**src/rtl/pipe_ctrl_gen.sv**
```systemverilog
// rtl/pipe_ctrl_gen.sv - pipeline stall/hold/flush controller with prefix stall lanes.
// Drives stage-register stall lanes, a one-cycle flush and the redirect PC.
module pipe_ctrl_gen #(
  parameter int STAGES = 6,
  parameter int SIDX_W = 3,
  parameter int HOLD_W = 4,
  parameter int ADDR_W = 32
) (
  input  logic              clk,
  input  logic              rst,
  input  logic [STAGES-1:0] stallreq,
  input  logic              hold_req,
  input  logic [HOLD_W-1:0] hold_cycles,
  input  logic [SIDX_W-1:0] hold_stage,
  input  logic              excp_req,
  input  logic [ADDR_W-1:0] excp_vec,
  output logic [STAGES-1:0] stall,
  output logic              flush,
  output logic [ADDR_W-1:0] new_pc,
  output logic              busy
);

  typedef enum logic [1:0] {
    IDLE  = 2'd0,
    HOLD  = 2'd1,
    FLUSH = 2'd2
  } state_t;

  state_t            state;
  state_t            state_nx;
  logic [HOLD_W-1:0] cnt;
  logic [HOLD_W-1:0] cnt_nx;
  logic [SIDX_W-1:0] hstage;
  logic [SIDX_W-1:0] hstage_nx;
  logic [ADDR_W-1:0] pc_nx;
  logic [SIDX_W-1:0] hold_stage_c;
  logic [STAGES-1:0] req_mask;
  logic [STAGES-1:0] hold_mask;

  always_comb begin
    if (int'(hold_stage) >= STAGES) hold_stage_c = SIDX_W'(STAGES - 1);
    else                            hold_stage_c = hold_stage;
  end

  // A stalled stage must also freeze every stage upstream of it.
  always_comb begin
    logic acc;
    acc      = 1'b0;
    req_mask = '0;
    for (int i = STAGES - 1; i >= 0; i--) begin
      acc         = acc | stallreq[i];
      req_mask[i] = acc;
    end
  end

  always_comb begin
    hold_mask = '0;
    for (int i = 0; i < STAGES; i++) begin
      hold_mask[i] = (state == HOLD) && (i <= int'(hstage));
    end
  end

  always_comb begin
    if (rst || state == FLUSH) stall = '0;
    else                       stall = req_mask | hold_mask;
  end

  assign flush = !rst && (state == FLUSH);
  assign busy  = !rst && (state != IDLE);

  always_comb begin
    state_nx  = state;
    cnt_nx    = cnt;
    hstage_nx = hstage;
    pc_nx     = new_pc;
    case (state)
      IDLE: begin
        if (excp_req) begin
          state_nx = FLUSH;
          pc_nx    = excp_vec;
        end else if (hold_req && hold_cycles != '0) begin
          state_nx  = HOLD;
          cnt_nx    = hold_cycles;
          hstage_nx = hold_stage_c;
        end
      end
      HOLD: begin
        if (excp_req) begin
          state_nx = FLUSH;
          pc_nx    = excp_vec;
          cnt_nx   = '0;
        end else if (cnt == HOLD_W'(1)) begin
          state_nx = IDLE;
          cnt_nx   = '0;
        end else begin
          cnt_nx = cnt - HOLD_W'(1);
        end
      end
      FLUSH: begin
        // Back-to-back exceptions keep flushing and take the newest vector.
        if (excp_req) begin
          state_nx = FLUSH;
          pc_nx    = excp_vec;
        end else begin
          state_nx = IDLE;
        end
      end
      default: begin
        state_nx = IDLE;
        cnt_nx   = '0;
      end
    endcase
  end

  always_ff @(posedge clk) begin
    if (rst) begin
      state  <= IDLE;
      cnt    <= '0;
      hstage <= '0;
      new_pc <= '0;
    end else begin
      state  <= state_nx;
      cnt    <= cnt_nx;
      hstage <= hstage_nx;
      new_pc <= pc_nx;
    end
  end

endmodule

```
**config.mk**
```make
export PLATFORM = sky130hd
export DESIGN_NAME = pipe_ctrl_gen
export DESIGN_NICKNAME = d
export VERILOG_FILES = /design/src/rtl/pipe_ctrl_gen.sv
export SDC_FILE = /design/constraint.sdc
export NUM_CORES = 1
export LEC_CHECK = 0
export ABC_CLOCK_PERIOD_IN_PS = 1900
export CAP_MARGIN = 40
export CORE_ASPECT_RATIO = 1.75
export CORE_UTILIZATION = 40
export CTS_CLUSTER_SIZE = 8
export DETAILED_ROUTE_END_ITERATION = 16
export PLACE_DENSITY = 0.8
export SYNTH_ARGS = -nofsm -noshare
export SYNTH_HDL_FRONTEND = slang
export SYNTH_SLANG_ARGS = --single-unit
```
**constraint.sdc**
```tcl
create_clock -name clk -period 1.9 [get_ports clk]
set_input_delay 0.38 -clock clk [delete_from_list [all_inputs] [get_ports clk]]
set_output_delay 0.38 -clock clk [all_outputs]
set_load 0.05 [all_outputs]
```
==> results.txt <==
The worst slew margin relative to its limit is 64.7%. The instance count on the critical path is 5. The number of top-level pins came out at 89.

The cell count after synthesis is 225. The number of sinks driven by the clock tree is 41. Across the run, the number of max-cap violations was 0.

The final global-route overflow total came out at 0. The setup path with the least slack is of type in -> out. The number of antenna violations at the first check in global routing came out at 0. The number of flops mapped to enable cells by yosys came out at 0. The via count of the first global-routing pass came out at 1,897. The worst reg2reg path startpoint is state[0]$_SDFFE_PP0P_.

Summing all placed instances gives a cell area of 2860 um2. Clock latency on the worst-skew pair, taken at its later pin, is 0.29 ns. The number of antenna diodes in the final layout is 0. After layout, the worst path uses 100% of the clock period. In this run the critical register-to-register path is captured at hstage[2]$_SDFFE_PP0P_. Among all flip-flop cells after synthesis, the most frequent one is sky130_fd_sc_hd__dfxtp_1. The global-route wire length before repair came out at 8380 um. The post-route antenna net violation count came out at 0. The minimum period implied by the final worst setup slack is 1.90 ns. The final setup skew is 0.00440 ns. The cell family contributing the most delay on the critical path is simple AND/OR/NAND/NOR gates. TritonCTS built the clock tree. The routed length per instance is 13.9 um. The worst path arrival time is 1.52 ns. The post-route worst setup slack is -0.00492 ns. The H-tree was split into 2 levels. The number of detailed-routing iterations run before antenna repair is 4. Setup violations remaining at the end of the flow were counted as 2. STA classifies the critical path startpoint as a primary input. From synthesis to final layout, the design area changed by 74.0%. Summing every instance area after synthesis gives 1780 um2. Together, buffers and inverters on the worst path number 2.

The flow ran to the end, but the final reports show violations. Following the worst setup path forward leads to its endpoint at stall[2]. The share of the core filled with cells came out at 74.0%. The number of rows in the core area is 31. The final-stage net count came out at 380. The worst-margin pin slew came out at 0.529 ns. The vias per cell came out at 5.13. The setup check on the worst reg-to-reg path leaves a slack of 0.17 ns.

The number of distinct library cells after synthesis came out at 31. The count of input and output buffers is 88. The type of element capturing the critical path is a primary output. For this run, the slowest stage of the critical path takes 0.51 ns. Across the VDD grid, the largest voltage drop is 0.561 mV. The iteration-0 DRC count of the detailed router is 25.

The final RePlAce weighted congestion is 0.849. The share of flip-flops with an asynchronous set or reset is 0%. A synthesized cell averages 7.92 um2.

The instance count after placement with tap cells included came out at 365. The HPWL after detailed placement came out at 3660 um. The number of cells on the worst hold path came out at 2. The static leakage power is 1.22 nW. The global router's overall resource usage is 23.5%.

The cell at the slowest stage of the critical path is sky130_fd_sc_hd__or4_4. The tightest hold margin is 0.456 ns. The library cell used most frequently in the layout, excluding fill and tap cells, is sky130_fd_sc_hd__clkdlybuf4s50_1. The via total after detailed routing is 1,922. Of all nets on the critical path, the largest fanout is 2. The depth of the worst register-to-register path is 6.

The path class of the tightest hold or removal check is reg -> reg. The critical path starts at stallreq[3]. For this design the ratio of total power to cell area is 733 nW/um2. Walking the worst path, the cells encountered are clkdlybuf4s15_2 > or4_4 > nor2_1 > nor2_4 > buf_12.

In this run the vertical extent of the chip is 90.3 um. The maximum number of pins on one net before global-route repair came out at 37. The clock transition at the registers of the reported paths came out at 0.08 ns. The net count of the mapped netlist is 280. Leaving out fill and tap cells, the most frequent cells in the layout are sky130_fd_sc_hd__clkdlybuf4s50_1, sky130_fd_sc_hd__nand2_1, sky130_fd_sc_hd__dfxtp_1.

The TritonCTS buffer count is 5. The final number of max-transition violations was 0. After the flow finishes, the layout carries non-filler instances totaling 375.

The maximum count of clock buffers along a single path is 2. The CTS root buffer is sky130_fd_sc_hd__clkbuf_8. The final instance area came out at 3100 um2. Sequential elements use 46.0% of the synthesized area. The number of hold violations in the final report came out at 0.

The Yosys step of the flow raised 0 warnings. The count of unresolved DRC violations after routing is 0. The synthesized design contains 41 register bits. The region available for standard cell placement spans 4190 um2. Timing would allow up to 525 MHz. The total wirelength of the detailed-routed design came out at 5220 um.

The checks that failed: negative setup slack. Data on the critical path is required at its endpoint by 1.52 ns. Setup repair after global routing could not meet its margin everywhere. The die is 52.5 um wide. The floorplan step defined a die boundary enclosing 4740 um2. The initial cell density of the core is 42.6%.

The share of cells above drive strength 1 is 20.6%.
==> synthesized netlist by cell type, drive strengths merged (2+ instances only) <==
| library cell | n | share of area [%] |
|---|---|---|
| mux2i | 2 | 1.1 |
| a221oi | 2 | 1.3 |
| nor2b | 4 | 1.4 |
| a21o | 2 | 0.91 |
| ha | 6 | 4.2 |
| nor2 | 16 | 3.4 |
| a21oi | 40 | 11 |
| or2 | 2 | 0.70 |
| inv | 7 | 1.5 |
| or4 | 2 | 1.1 |
| clkbuf | 11 | 2.3 |
| nand2b | 3 | 1.1 |
| dfxtp | 41 | 46 |
| nand2 | 66 | 14 |
| a211oi | 6 | 2.5 |
| o21ai | 3 | 0.84 |
==> repair_timing <==
action / 4_1_cts / 5_1_grt
setup buffers: 2 / 1
pin swaps: 6 / 6
hold buffers: 0 / 0
setup endpoints to repair: 6 / 6
resized for setup: 41 / 4
==> worst min-delay path, delay by kind of cell (launching register included) <==
family / cells / cell delay [ns]
DFF: 1 / 0.31
and+or+nand+nor: 1 / 0.05
AOI/OAI and AO/OA: 1 / 0.05
==> cell type report <==
type / instances / area [um2]
Timing Repair Buffer: 106 / 1090
Fill cell: 308 / 1090
Multi-Input combinational cell: 164 / 996
Sequential cell: 41 / 830
Clock buffer: 6 / 82.6
Tap cell: 49 / 61.3
Inverter: 7 / 31.3
Clock inverter: 2 / 13.8
==> report_power, final <==
group          internal, mW  switching (mW)
Sequential            0.915          0.0373
Combinational         0.319           0.398
Clock                 0.295           0.311
Total                  1.53           0.746
==> kinds of logic after synthesis <==
| kind of cell | synth area share (%) |
|---|---|
| adders and majority gates | 4.21 |
| DFF | 46.0 |
| xor gates and xnor gates | 0.491 |
| muxes | 1.12 |
| and+or+nand+nor | 22.2 |
| buffers and inverters | 4.91 |
| AOI/OAI and AO/OA | 21.1 |
==> worst min path at each step <==
stage	start	end	slack, ns
2_1_floorplan	cnt[2]$_SDFFE_PP0P_	cnt[2]$_SDFFE_PP0P_	0.48
3_3_place_gp	new_pc[0]$_SDFFE_PP0P_	new_pc[0]$_SDFFE_PP0P_	0.44
3_5_place_dp	new_pc[0]$_SDFFE_PP0P_	new_pc[0]$_SDFFE_PP0P_	0.45
4_1_cts	new_pc[0]$_SDFFE_PP0P_	new_pc[0]$_SDFFE_PP0P_	0.46
5_1_grt	new_pc[12]$_SDFFE_PP0P_	new_pc[12]$_SDFFE_PP0P_	0.47
6_report	new_pc[0]$_SDFFE_PP0P_	new_pc[0]$_SDFFE_PP0P_	0.46
==> registers in the layout (all words and copies together) (netlist names) <==
signal and count:
state 2, hstage 3, new_pc 32, cnt 4
==> stage by stage <==
stage,setup slack (ns),setup TNS [ns],power (mW)
final,-0.00492,-0.00875,2.27
after global routing,-0.0344,-0.126,2.38
after CTS,0.00106,0,2.28
after detailed placement,-0.257,-1.32,1.65
after global placement,-0.222,-1.14,1.64
after floorplan,-0.295,-1.46,1.34
==> per-layer routing <==
| layer | GRT usage (%) | routed length [um] |
|---|---|---|
| met2 | 42.3 | 2930 |
| met1 | 24.0 | 1950 |
| met3 | 5.22 | 204 |
| met5 | 0 | 0 |
| met4 | 11.2 | 146 |
Note: power is estimated with default switching activity, not from simulation.
